===== config.mk =====
export PLATFORM = sky130hd
export DESIGN_NAME = pc_fetch_controller_flat
export DESIGN_NICKNAME = d
export VERILOG_FILES = /design/src/rtl/pc_fetch_controller_pkg.sv /design/src/rtl/pc_fetch_controller_if.sv /design/src/rtl/pc_fetch_controller_pc_next_calc.sv /design/src/rtl/pc_fetch_controller.sv /design/src/flat_wrapper.sv
export SDC_FILE = /design/constraint.sdc
export NUM_CORES = 1
export LEC_CHECK = 0
export BUFFER_PORTS_ARGS = -buffer_cell sky130_fd_sc_hd__buf_2
export CAP_MARGIN = 20
export CELL_PAD_IN_SITES_DETAIL_PLACEMENT = 0
export CELL_PAD_IN_SITES_GLOBAL_PLACEMENT = 1
export CORE_MARGIN = 1.5
export CORE_UTILIZATION = 37
export DETAILED_ROUTE_END_ITERATION = 10
export PLACE_DENSITY_LB_ADDON = 0.1
export SKIP_LAST_GASP = 1
export SLEW_MARGIN = 25
export SYNTH_ARGS = -nofsm -noshare
export SYNTH_HDL_FRONTEND = slang
export SYNTH_HIERARCHICAL = 1
export SYNTH_SLANG_ARGS = --single-unit
export TNS_END_PERCENT = 30

===== constraint.sdc =====
create_clock -name clk -period 4.1 [get_ports clk]
set_clock_uncertainty 0.1 [all_clocks]
set_input_delay 0.82 -clock clk [delete_from_list [all_inputs] [get_ports clk]]
set_output_delay 0.82 -clock clk [all_outputs]
set_load 0.01 [all_outputs]

===== src/rtl/pc_fetch_controller_pkg.sv =====
// Shared types and constants for the single-issue PC fetch sequencer.
package pc_fetch_controller_pkg;

  typedef enum logic [2:0] {
    ST_REQ,
    ST_WAIT,
    ST_ISSUE,
    ST_EXEC,
    ST_HALT
  } fetch_state_t;

  localparam int          JUMP_W           = 26;
  localparam int unsigned RESET_PC_DEFAULT = 0;

endpackage


===== src/rtl/pc_fetch_controller_if.sv =====
// Fetch-side bundle: imem request/response, decode handoff, execute resolution, halt/status.
interface pc_fetch_controller_if #(
  parameter int INSTR_ADDR_SIZE = 32
) ();
  import pc_fetch_controller_pkg::*;

  logic                       imem_req_valid;
  logic                       imem_req_ready;
  logic [INSTR_ADDR_SIZE-1:0] imem_req_addr;
  logic                       imem_resp_valid;
  logic [31:0]                imem_resp_data;

  logic                       instr_valid;
  logic                       instr_ready;
  logic [31:0]                instr;
  logic [INSTR_ADDR_SIZE-1:0] instr_pc;

  logic                       resolve_valid;
  logic                       resolve_branch;
  logic                       resolve_zero;
  logic                       resolve_jump;
  logic [INSTR_ADDR_SIZE-1:0] resolve_imm;
  logic [JUMP_W-1:0]          resolve_target;

  logic                       halt_req;
  logic                       halted;
  logic [31:0]                retired_count;

  // Controller side
  modport master (
    output imem_req_valid, imem_req_addr,
    input  imem_req_ready, imem_resp_valid, imem_resp_data,
    output instr_valid, instr, instr_pc,
    input  instr_ready,
    input  resolve_valid, resolve_branch, resolve_zero, resolve_jump,
    input  resolve_imm, resolve_target, halt_req,
    output halted, retired_count
  );

  // Memory / decode / execute side
  modport slave (
    input  imem_req_valid, imem_req_addr,
    output imem_req_ready, imem_resp_valid, imem_resp_data,
    input  instr_valid, instr, instr_pc,
    output instr_ready,
    output resolve_valid, resolve_branch, resolve_zero, resolve_jump,
    output resolve_imm, resolve_target, halt_req,
    input  halted, retired_count
  );

endinterface


===== src/rtl/pc_fetch_controller_pc_next_calc.sv =====
// Combinational next-PC: jump > taken branch (pc-relative) > fall-through.
module pc_next_calc
  import pc_fetch_controller_pkg::*;
#(
  parameter int W = 32
) (
  input  logic [W-1:0]      pc,
  input  logic              branch,
  input  logic              zero,
  input  logic              jump,
  input  logic [W-1:0]      imm,
  input  logic [JUMP_W-1:0] target,
  output logic [W-1:0]      next_pc
);

  logic [W-1:0] pc1;

  assign pc1 = pc + W'(1);

  // Jump keeps the region bits of the fall-through address, so W must exceed JUMP_W.
  always_comb begin
    next_pc = pc1;
    if (jump)
      next_pc = {pc1[W-1:JUMP_W], target};
    else if (branch && zero)
      next_pc = pc + imm;
  end

endmodule


===== src/rtl/pc_fetch_controller.sv =====
// Fetch sequencer: one instruction in flight, REQ -> WAIT -> ISSUE -> EXEC, then next PC.
module pc_fetch_controller
  import pc_fetch_controller_pkg::*;
#(
  parameter int                         INSTR_ADDR_SIZE = 32,
  parameter logic [INSTR_ADDR_SIZE-1:0] RESET_PC        = INSTR_ADDR_SIZE'(RESET_PC_DEFAULT)
) (
  input logic                  clk,
  input logic                  reset,
  pc_fetch_controller_if.master bus
);

  fetch_state_t               state;
  logic [INSTR_ADDR_SIZE-1:0] pc;
  logic [INSTR_ADDR_SIZE-1:0] next_pc;
  logic [INSTR_ADDR_SIZE-1:0] instr_pc_q;
  logic [31:0]                instr_q;
  logic [31:0]                retired_q;

  pc_next_calc #(.W(INSTR_ADDR_SIZE)) u_next (
    .pc      (pc),
    .branch  (bus.resolve_branch),
    .zero    (bus.resolve_zero),
    .jump    (bus.resolve_jump),
    .imm     (bus.resolve_imm),
    .target  (bus.resolve_target),
    .next_pc (next_pc)
  );

  // Each state only listens to its own input; everything else is ignored by construction.
  always_ff @(posedge clk) begin
    if (reset) begin
      state      <= ST_REQ;
      pc         <= RESET_PC;
      instr_q    <= '0;
      instr_pc_q <= '0;
      retired_q  <= '0;
    end else begin
      unique case (state)
        ST_REQ:   if (bus.imem_req_ready) state <= ST_WAIT;
        ST_WAIT:
          if (bus.imem_resp_valid) begin
            instr_q    <= bus.imem_resp_data;
            instr_pc_q <= pc;
            state      <= ST_ISSUE;
          end
        ST_ISSUE: if (bus.instr_ready) state <= ST_EXEC;
        ST_EXEC:
          if (bus.resolve_valid) begin
            pc        <= next_pc;
            retired_q <= retired_q + 32'd1;
            state     <= bus.halt_req ? ST_HALT : ST_REQ;
          end
        ST_HALT:  state <= ST_HALT;
        default:  state <= ST_REQ;
      endcase
    end
  end

  assign bus.imem_req_valid = (state == ST_REQ);
  assign bus.imem_req_addr  = pc;
  assign bus.instr_valid    = (state == ST_ISSUE);
  assign bus.instr          = instr_q;
  assign bus.instr_pc       = instr_pc_q;
  assign bus.halted         = (state == ST_HALT);
  assign bus.retired_count  = retired_q;

endmodule

===== src/flat_wrapper.sv =====
// flat-port wrapper written by rule: the top's interface ports become plain ports
module pc_fetch_controller_flat import pc_fetch_controller_pkg::*;
#(
  parameter int                         INSTR_ADDR_SIZE = 32,
  parameter logic [INSTR_ADDR_SIZE-1:0] RESET_PC        = INSTR_ADDR_SIZE'(RESET_PC_DEFAULT)
)
  (clk, reset, bus_imem_req_valid, bus_imem_req_addr, bus_imem_req_ready, bus_imem_resp_valid, bus_imem_resp_data, bus_instr_valid, bus_instr, bus_instr_pc, bus_instr_ready, bus_resolve_valid, bus_resolve_branch, bus_resolve_zero, bus_resolve_jump, bus_resolve_imm, bus_resolve_target, bus_halt_req, bus_halted, bus_retired_count);
  pc_fetch_controller_if #(.INSTR_ADDR_SIZE(INSTR_ADDR_SIZE)) bus_i ();
  input logic clk;
  input logic reset;
  output wire logic [$bits(bus_i.imem_req_valid)-1:0] bus_imem_req_valid;
  output wire logic [$bits(bus_i.imem_req_addr)-1:0] bus_imem_req_addr;
  input wire logic [$bits(bus_i.imem_req_ready)-1:0] bus_imem_req_ready;
  input wire logic [$bits(bus_i.imem_resp_valid)-1:0] bus_imem_resp_valid;
  input wire logic [$bits(bus_i.imem_resp_data)-1:0] bus_imem_resp_data;
  output wire logic [$bits(bus_i.instr_valid)-1:0] bus_instr_valid;
  output wire logic [$bits(bus_i.instr)-1:0] bus_instr;
  output wire logic [$bits(bus_i.instr_pc)-1:0] bus_instr_pc;
  input wire logic [$bits(bus_i.instr_ready)-1:0] bus_instr_ready;
  input wire logic [$bits(bus_i.resolve_valid)-1:0] bus_resolve_valid;
  input wire logic [$bits(bus_i.resolve_branch)-1:0] bus_resolve_branch;
  input wire logic [$bits(bus_i.resolve_zero)-1:0] bus_resolve_zero;
  input wire logic [$bits(bus_i.resolve_jump)-1:0] bus_resolve_jump;
  input wire logic [$bits(bus_i.resolve_imm)-1:0] bus_resolve_imm;
  input wire logic [$bits(bus_i.resolve_target)-1:0] bus_resolve_target;
  input wire logic [$bits(bus_i.halt_req)-1:0] bus_halt_req;
  output wire logic [$bits(bus_i.halted)-1:0] bus_halted;
  output wire logic [$bits(bus_i.retired_count)-1:0] bus_retired_count;
  assign bus_imem_req_valid = bus_i.imem_req_valid;
  assign bus_imem_req_addr = bus_i.imem_req_addr;
  assign bus_i.imem_req_ready = bus_imem_req_ready;
  assign bus_i.imem_resp_valid = bus_imem_resp_valid;
  assign bus_i.imem_resp_data = bus_imem_resp_data;
  assign bus_instr_valid = bus_i.instr_valid;
  assign bus_instr = bus_i.instr;
  assign bus_instr_pc = bus_i.instr_pc;
  assign bus_i.instr_ready = bus_instr_ready;
  assign bus_i.resolve_valid = bus_resolve_valid;
  assign bus_i.resolve_branch = bus_resolve_branch;
  assign bus_i.resolve_zero = bus_resolve_zero;
  assign bus_i.resolve_jump = bus_resolve_jump;
  assign bus_i.resolve_imm = bus_resolve_imm;
  assign bus_i.resolve_target = bus_resolve_target;
  assign bus_i.halt_req = bus_halt_req;
  assign bus_halted = bus_i.halted;
  assign bus_retired_count = bus_i.retired_count;
  pc_fetch_controller #(.INSTR_ADDR_SIZE(INSTR_ADDR_SIZE), .RESET_PC(RESET_PC)) u_core (.clk(clk), .reset(reset), .bus(bus_i));
endmodule

# == Yosys cells after proc, flatten, opt, wreduce, memory -nomap -nowiden ==
# Index checks and enable logic that the tools add are counted.
# classes
n_addsub,3
n_eq_ne,8
mux,8
n_reduce_logical,5
# op_table
operator,count
"32-bit by 1-bit adder with 32-bit output, second input constant",2
32-bit two-way mux,2
32-bit adder,1
3-bit two-way mux,5
3-bit case mux with 5 select lines,1
"3-bit by 2-bit equality test with 1-bit output, second input constant",2
"2-bit by 1-bit inequality test with 1-bit output, second input constant",2
"2-bit inequality test, second input constant",2
2-bit AND reduction,2
4-bit AND reduction,1
"3-bit by 1-bit equality test with 1-bit output, second input constant",1
"3-bit equality test, second input constant",1
3-bit zero test,1
1-bit logical AND,1
# totals
reg_bits,131
input_bits,100
wordCells,29

# == Longest topological paths before layout ==
# Gate-level depths: netlist (run 1).
# logic_depth
word_depth,3
depth_mapped,13

# == By module ==
# Netlist (run 1), hierarchy kept.
# by_module_without_submodules
module,n_inst,cells_each,area_per_inst_um2
pc_fetch_controller,1,625,4982.3
pc_next_calc,1,430,2876.5

# == Worst setup path after synthesis (run 1) ==
# Ideal clock, no wire load.
# synth_timing
path_type,input to register
from,input bus_resolve_imm[0]
to,register u_core.pc[16] (netlist: u_core/bus.imem_req_addr[16])
arrival_ns,3.370
required_time_ns,3.930
path_slack_ns,0.559
path_stages,13
n_path_buf,0
path_cell_list,ha_1 > fa_1 > a21oi_1 > o21ai_1 > a221oi_2 > o21ai_1 > a31oi_1 > o21ai_0 > a21oi_1 > mux2_2 > a221oi_1 > nand2_1 > a21oi_1
# synth_between
elab_chain_cells,3
# synth_lines
item,line_no,source
start: declaration,flat_wrapper.sv:24,input wire logic [$bits(bus_i.resolve_imm)-1:0] bus_resolve_imm;
32-bit adder,pc_fetch_controller_pc_next_calc.sv:26,next_pc = pc + imm;
32-bit two-way mux,pc_fetch_controller_pc_next_calc.sv:25,else if (branch && zero)
32-bit two-way mux,pc_fetch_controller_pc_next_calc.sv:23,if (jump)
via u_core.next_pc[16],pc_fetch_controller.sv:15,logic [INSTR_ADDR_SIZE-1:0] next_pc;
end signal: assignment,pc_fetch_controller.sv:50,pc <= next_pc;
end: declaration,pc_fetch_controller.sv:14,logic [INSTR_ADDR_SIZE-1:0] pc;
# The timed path passes the listed nets, and every way through them passes these cells.
# A chain may end at the register's enable or synchronous reset.

# == Worst setup path after layout (run 1) ==
# layout_timing
from,input bus_resolve_imm[0]
to,register u_core.pc[24] (netlist: u_core/bus.imem_req_addr[24])
# Same word-level chain as after synthesis.

==> impl_metrics.tcl, run 1 <==
set metrics [dict create \
    maxSlewViolCount 0 \
    routed_wl_mm 24.7 \
    drt_iter0_drc 404 \
    netlist_instances 1055 \
    synth_top_family_by_area "simple AND/OR/NAND/NOR gates" \
    post_drt_wl_per_cell_um 15.9 \
    cts_tree "built" \
    avgSynthCellArea_um2 7.45 \
    ys_top_cells_by_area "dfxtp_1 (33%), nand2_1 (12%), a21oi_1 (11%)" \
    final.setup.tns_ns 0 \
    wl_met3_mm 1.22 \
    startpoint_type "input pin" \
    worstPathArrival_ns 3.74 \
    synth_top_area_frac 0.334 \
    cts_hold_buf 0 \
    crit_fanout 3 \
    grtUsageTotal 0.216 \
    crit_end "u_core/bus.imem_req_addr[24]" \
    synth_top_cells_by_count "nand2_1 (257), a21oi_1 (167), dfxtp_1 (131)" \
    cp-startpoint "bus_resolve_imm[0]" \
    synth_compound_area_frac 0.219 \
    place.gp.congestion 0.880 \
    place_ws_ns 0.208 \
    placed_area_um2 9260 \
    rsz0062_at_grt "no" \
    post_cts_buffers 0 \
    p_leak_nw 4.25 \
    synthXorXnorAreaFrac 0.0680 \
    rows 53 \
    mappedNetlistArea_um2 7860 \
    setup_ws_ns 0.602 \
    seq_area_frac_synth 0.334 \
    die_y_um 149 \
    vias 8049 \
    route.top_layer_used "met4" \
    status "finished clean" \
    io_pins 231 \
    maxCapViolCount 0 \
    wl_met2_mm 11.6 \
    ff2ff_path_depth 13 \
    timing.rr.end "u_core/bus.imem_req_addr[24]" \
    cts_buffers 17 \
    timing.rr.start "u_core/bus.imem_req_addr[0]" \
    power.density_nw_per_um2 326 \
    fin_area_um2 9840 \
    dr.pass1.iters 4 \
    ant_nets 0 \
    wl_met1_mm 11.5 \
    hold_viol 0 \
    final_nets 1393 \
    grt_max_degree 70 \
    synth_edf_count 0 \
    clock_sinks 131 \
    grt_pass1_vias 7182 \
    yosys.area_share.simple 0.264 \
    antenna_found_initial 1 \
    post-route-drc-count 0 \
    path_clk_slew_ns 0.06 \
    place_hpwl_mm 17.7 \
    grt_pass1_wl_mm 37.8 \
    yosysUniqueCellTypes 72 \
    clockBufferDepth 2 \
    fin_cells 1548 \
    finalSetupViolCount 0 \
    synth_seq_cells 131 \
    numPortBuffers 230 \
    min_path_type "reg2reg" \
    tightestPinTransition_ns 0.895 \
    synth_most_common_cell "nand2_1" \
    synth_fa_ha_area_frac 0.0551 \
    grt_overflow_total 0 \
    synth_top_area_cell "dfxtp_1" \
    area_delta_synth_final_pct 25.3 \
    syn-num-nets 1189 \
    dieArea_um2 22100 \
    postSynth.asyncResetShare 0 \
    clk_latency_ns 0.42 \
    muxShareOfSynthArea 0.0166 \
    worstSetupEndpointType "register" \
    ir_worst_vdd_mv 0.345 \
    synth_flop_cell "dfxtp_1" \
    h-tree-depth 4 \
    final_layout_size_suffix_gt1_frac 0.247 \
    max-slew-margin-rel 0.402 \
    post_cts_resized 0 \
    dp_cells 1515 \
    crit_type "in2reg" \
    reg2reg_slack_ns 0.78 \
    cts_root_buf "clkbuf_16" \
    via_per_inst 5.20 \
    period_needed_ns 3.50 \
    core_um2 21000 \
    max_freq_mhz 286 \
    synth_warnings 6 \
    die_x_um 149 \
    worst_ep_required_time_ns 4.34 \
    fin_crit_sh 0.853 \
    worstHoldPathCells 2 \
    n_fill_cell 2239 \
    initial_core_util 0.375 \
]
[placed cells by master, fill, tap and decap left out, types with 8 or more instances in the layout]
master     netlist  layout
a21o_1          15      15
a21oi_1        167     167
and4_1           8       8
buf_2            7     229
buf_4            1      20
clkbuf_16        0      17
dfxtp_1        131     131
ha_1            33      33
inv_1           20      20
mux2_2           8       8
nand2_1        257     257
nand3_1         37      37
nand4_1         19      19
nor2_1          49      49
nor3_1          11      11
o21ai_0         29      29
o21ai_1          9       9
o31ai_1         15      15
or3_1           13      13
or4_1           18      18
xnor2_1         34      34
xor2_1          27      27
[power by group]
part | switching [mW] | internal [mW]
clock | 0.639 | 0.870
combinational | 0.231 | 0.143
sequential | 0.0239 | 1.30
[layout make-up]
type	count	area [um2]	area share
Multi-Input combinational cell	839	4900	0.498
Sequential cell	131	2620	0.266
Timing Repair Buffer	250	1320	0.134
Clock buffer	18	439	0.0446
Tap cell	275	344	0.0350
Clock inverter	14	145	0.0147
Inverter	20	75.1	0.00763
Antenna cell	1	2.50	0.000254
[kinds of logic (layout without fill, tap and decap cells)]
| group | count (synthesis) | in the layout |
|---|---|---|
| fa+ha+maj | 34 | 34 |
| flops | 131 | 131 |
| buf+inv | 85 | 302 |
| mux | 12 | 12 |
| compound gates | 283 | 283 |
| other cells | 0 | 1 |
| simple gates | 449 | 449 |
| xor+xnor | 61 | 61 |
[per-stage QoR]
step / total power [mW] / hold WS, ns / util
detailed placement: 1.73 / 0.343 / 0.442
CTS: 3.25 / 0.351 / 0.470
global placement: 1.73 / 0.339 / 0.442
global route: 3.34 / 0.362 / 0.470
floorplan: 1.59 / 0.381 / -
finish: 3.21 / 0.350 / 0.470
[sequential cells by signal, indices dropped and copies added, names as in the netlist]
register,count
u_core/bus.retired_count,32
u_core/bus.imem_req_addr,32
u_core/state,3
u_core/bus.instr,32
u_core/bus.instr_pc,32
[worst max-delay path, cell delays in order]
cell and delay (ns):
buf_2 0.10, ha_1 0.19, fa_1 0.41, a21oi_1 0.22
o21ai_1 0.15, a221oi_2 0.34, o21ai_1 0.18, a31oi_1 0.37
o31ai_2 0.12, a211oi_2 0.25, xor2_1 0.09, a222oi_1 0.30
nand2_1 0.08, a21oi_1 0.13
[layer usage]
metal | up-vias | global-route usage
li1 | 4126 | -
met1 | 3701 | 0.281
met2 | 201 | 0.361
met3 | 21 | 0.0398
met4 | 0 | 0.0663
met5 | - | 0
[worst min-delay path by stage]
| stage | startpoint | endpoint | slack (ns) |
|---|---|---|---|
| after global placement | u_core/bus.instr[7] | u_core/bus.instr[7] | 0.34 |
| after global routing | u_core/bus.instr_pc[1] | u_core/bus.instr_pc[1] | 0.36 |
| after floorplan | u_core/bus.instr[0] | u_core/bus.instr[0] | 0.38 |
| after detailed placement | u_core/bus.instr[7] | u_core/bus.instr[7] | 0.34 |
| after CTS | u_core/bus.instr[7] | u_core/bus.instr[7] | 0.35 |
| final | u_core/bus.instr[0] | u_core/bus.instr[0] | 0.35 |
No activity file was read; power rests on OpenSTA's default activity.
==> run 2: changes to the inputs <==
--- a/config.mk
+++ b/config.mk
@@ -10,7 +10,8 @@
 export CELL_PAD_IN_SITES_DETAIL_PLACEMENT = 0
 export CELL_PAD_IN_SITES_GLOBAL_PLACEMENT = 1
 export CORE_MARGIN = 1.5
-export CORE_UTILIZATION = 37
+export CORE_UTILIZATION = 38
+export CTS_BUF_LIST = sky130_fd_sc_hd__clkbuf_8
 export DETAILED_ROUTE_END_ITERATION = 10
 export PLACE_DENSITY_LB_ADDON = 0.1
 export SKIP_LAST_GASP = 1
==> run 2 against run 1 <==
Design area decreased by 2.0%. Sequential cell count did not move. First-iteration DRC count grew 14%. Sequential power about the same. Non-clock buffer count stayed put. Count of clock-buffer cells in the layout down 1. Final cell count down 0.32%. Global-route usage increased by 0.39 points. Core utilization rose by 0.70 points. Die area down 2.6%. Worst setup slack better by 0.061 ns. Via count is 1.1% higher. Largest cell class unchanged. Largest power group is now sequential cells.
==> impl_metrics.tcl, run 2 (same netlist as run 1, synthesis figures left out) <==
set metrics [dict create \
    io_pins 231 \
    worst_ep_required_time_ns 4.37 \
    crit_type "in2reg" \
    path_clk_slew_ns 0.08 \
    grt_pass1_vias 7400 \
    hold_ws_ns 0.354 \
    numPortBuffers 230 \
    antenna_found_initial 1 \
    initial_core_util 0.388 \
    period_needed_ns 3.44 \
    worstHoldPathCells 2 \
    post_cts_resized 0 \
    ff2ff_path_depth 13 \
    cts_tree "built" \
    core_um2 20200 \
    cts_buffers 17 \
    dr.pass1.iters 4 \
    routed_wl_mm 24.2 \
    hold_end "u_core/bus.instr_pc[20]" \
    final_nets 1393 \
    fin_total_pwr_mw 2.83 \
    max-slew-margin-rel 0.461 \
    final_layout_size_suffix_gt1_frac 0.247 \
    die_y_um 147 \
    area_delta_synth_final_pct 22.7 \
    worstPathArrival_ns 3.70 \
    final_common_cell "nand2_1" \
    vias 8140 \
    grt_pass1_wl_mm 38.2 \
    cts_hold_buf 0 \
    clockBufferDepth 2 \
    startpoint_type "input pin" \
    power.density_nw_per_um2 293 \
    min_path_type "reg2reg" \
    via_per_inst 5.28 \
    h-tree-depth 4 \
    place_hpwl_mm 17.8 \
    p_leak_nw 4.16 \
    most-common-layout-cells "nand2_1 (257), buf_2 (229), a21oi_1 (167), dfxtp_1 (131), nor2_1 (49)" \
    cts_root_buf "clkbuf_8" \
    worstSetupEndpointType "register" \
    n_fill_cell 2161 \
    post-route-drc-count 0 \
    clk_latency_ns 0.44 \
    place.gp.congestion 0.856 \
    finalSetupViolCount 0 \
    post_drt_wl_per_cell_um 15.7 \
    final.setup.tns_ns 0 \
    maxSlewViolCount 0 \
    drt_iter0_drc 459 \
    grt_overflow_total 0 \
    rsz0062_at_grt "no" \
    ant_nets 0 \
    die_x_um 147 \
    maxCapViolCount 0 \
    grt_max_degree 76 \
    min_from "u_core/bus.instr_pc[20]" \
    clock_sinks 131 \
    rows 52 \
    crit_fanout 3 \
    reg2reg_slack_ns 0.79 \
    max_freq_mhz 291 \
    status "finished clean" \
    fin_util 0.477 \
    ir_worst_vdd_mv 0.198 \
    grtUsageTotal 0.220 \
    tightestPinTransition_ns 0.809 \
    dieArea_um2 21600 \
    fin_crit_sh 0.838 \
    timing.rr.start "u_core/bus.imem_req_addr[0]" \
    timing.rr.end "u_core/bus.imem_req_addr[24]" \
    hold_viol 0 \
    post_cts_buffers 0 \
]
==> run 2: cell count changes in the layout (fill, tap and decap cells not counted) <==
cell	change
clkinvlp_4	-1
buf_4	+1
inv_8	-2
buf_12	-1
clkbuf_8	+16
bufinv_16	+1
clkinv_4	+1
clkbuf_16	-17
inv_6	+2
==> run 2: layout make-up <==
class	instances	area (um2)	share of cell area
Multi-Input combinational cell	839	4900	0.508
Clock buffer	17	234	0.0243
Tap cell	270	338	0.0350
Sequential cell	131	2620	0.272
Inverter	20	75.1	0.00778
Antenna cell	1	2.50	0.000259
Timing Repair Buffer	250	1300	0.135
Clock inverter	15	171	0.0178
==> run 2: worst max path at each step <==
| stage | start | end | slack [ns] | cells past startpoint |
|---|---|---|---|---|
| 6_report | bus_resolve_imm[0] | u_core/bus.imem_req_addr[24] | 0.66 | 14 |
| 5_1_grt | bus_resolve_imm[0] | u_core/bus.imem_req_addr[16] | 0.55 | 14 |
| 4_1_cts | bus_resolve_imm[0] | u_core/bus.imem_req_addr[24] | 0.72 | 14 |
| 3_5_place_dp | bus_resolve_imm[0] | u_core/bus.imem_req_addr[24] | 0.24 | 14 |
| 3_3_place_gp | bus_resolve_imm[0] | u_core/bus.imem_req_addr[16] | 0.28 | 14 |
| 2_1_floorplan | bus_resolve_imm[0] | u_core/bus.imem_req_addr[16] | 0.56 | 13 |
==> run 2: report_power, final <==
part	total, mW	switching [mW]	leakage, nW	internal, mW
registers	1.32	0.0242	1.06	1.30
logic	0.372	0.228	2.91	0.143
clock network	1.13	0.577	0.199	0.556
total	2.83	0.829	4.16	2.00
==> run 2: through the flow <==
stage / instance area [um2] / setup slack, ns / cells
6_report: 9650 / 0.664 / 1543
5_1_grt: 9640 / 0.554 / 1542
4_1_cts: 9640 / 0.717 / 1542
3_5_place_dp: 9240 / 0.242 / 1510
3_3_place_gp: 9240 / 0.276 / 1510
2_1_floorplan: 7860 / 0.559 / 1055
==> run 2: per-layer routing <==
metal	track usage	up-vias	share of wire	routed length, um
met5	0	-	0	0
met4	0.0515	0	0.012	297
met3	0.0509	14	0.050	1210
met2	0.374	195	0.49	11700
met1	0.281	3825	0.45	10900
li1	-	4106	-	-
==> run 2: critical path: stages <==
cell,delay (ns)
buf_2,0.10
ha_1,0.19
fa_1,0.40
a21oi_1,0.21
o21ai_1,0.14
a221oi_2,0.33
o21ai_1,0.18
a31oi_1,0.38
o31ai_2,0.12
a211oi_2,0.24
xor2_1,0.09
a222oi_1,0.31
nand2_1,0.08
a21oi_1,0.12
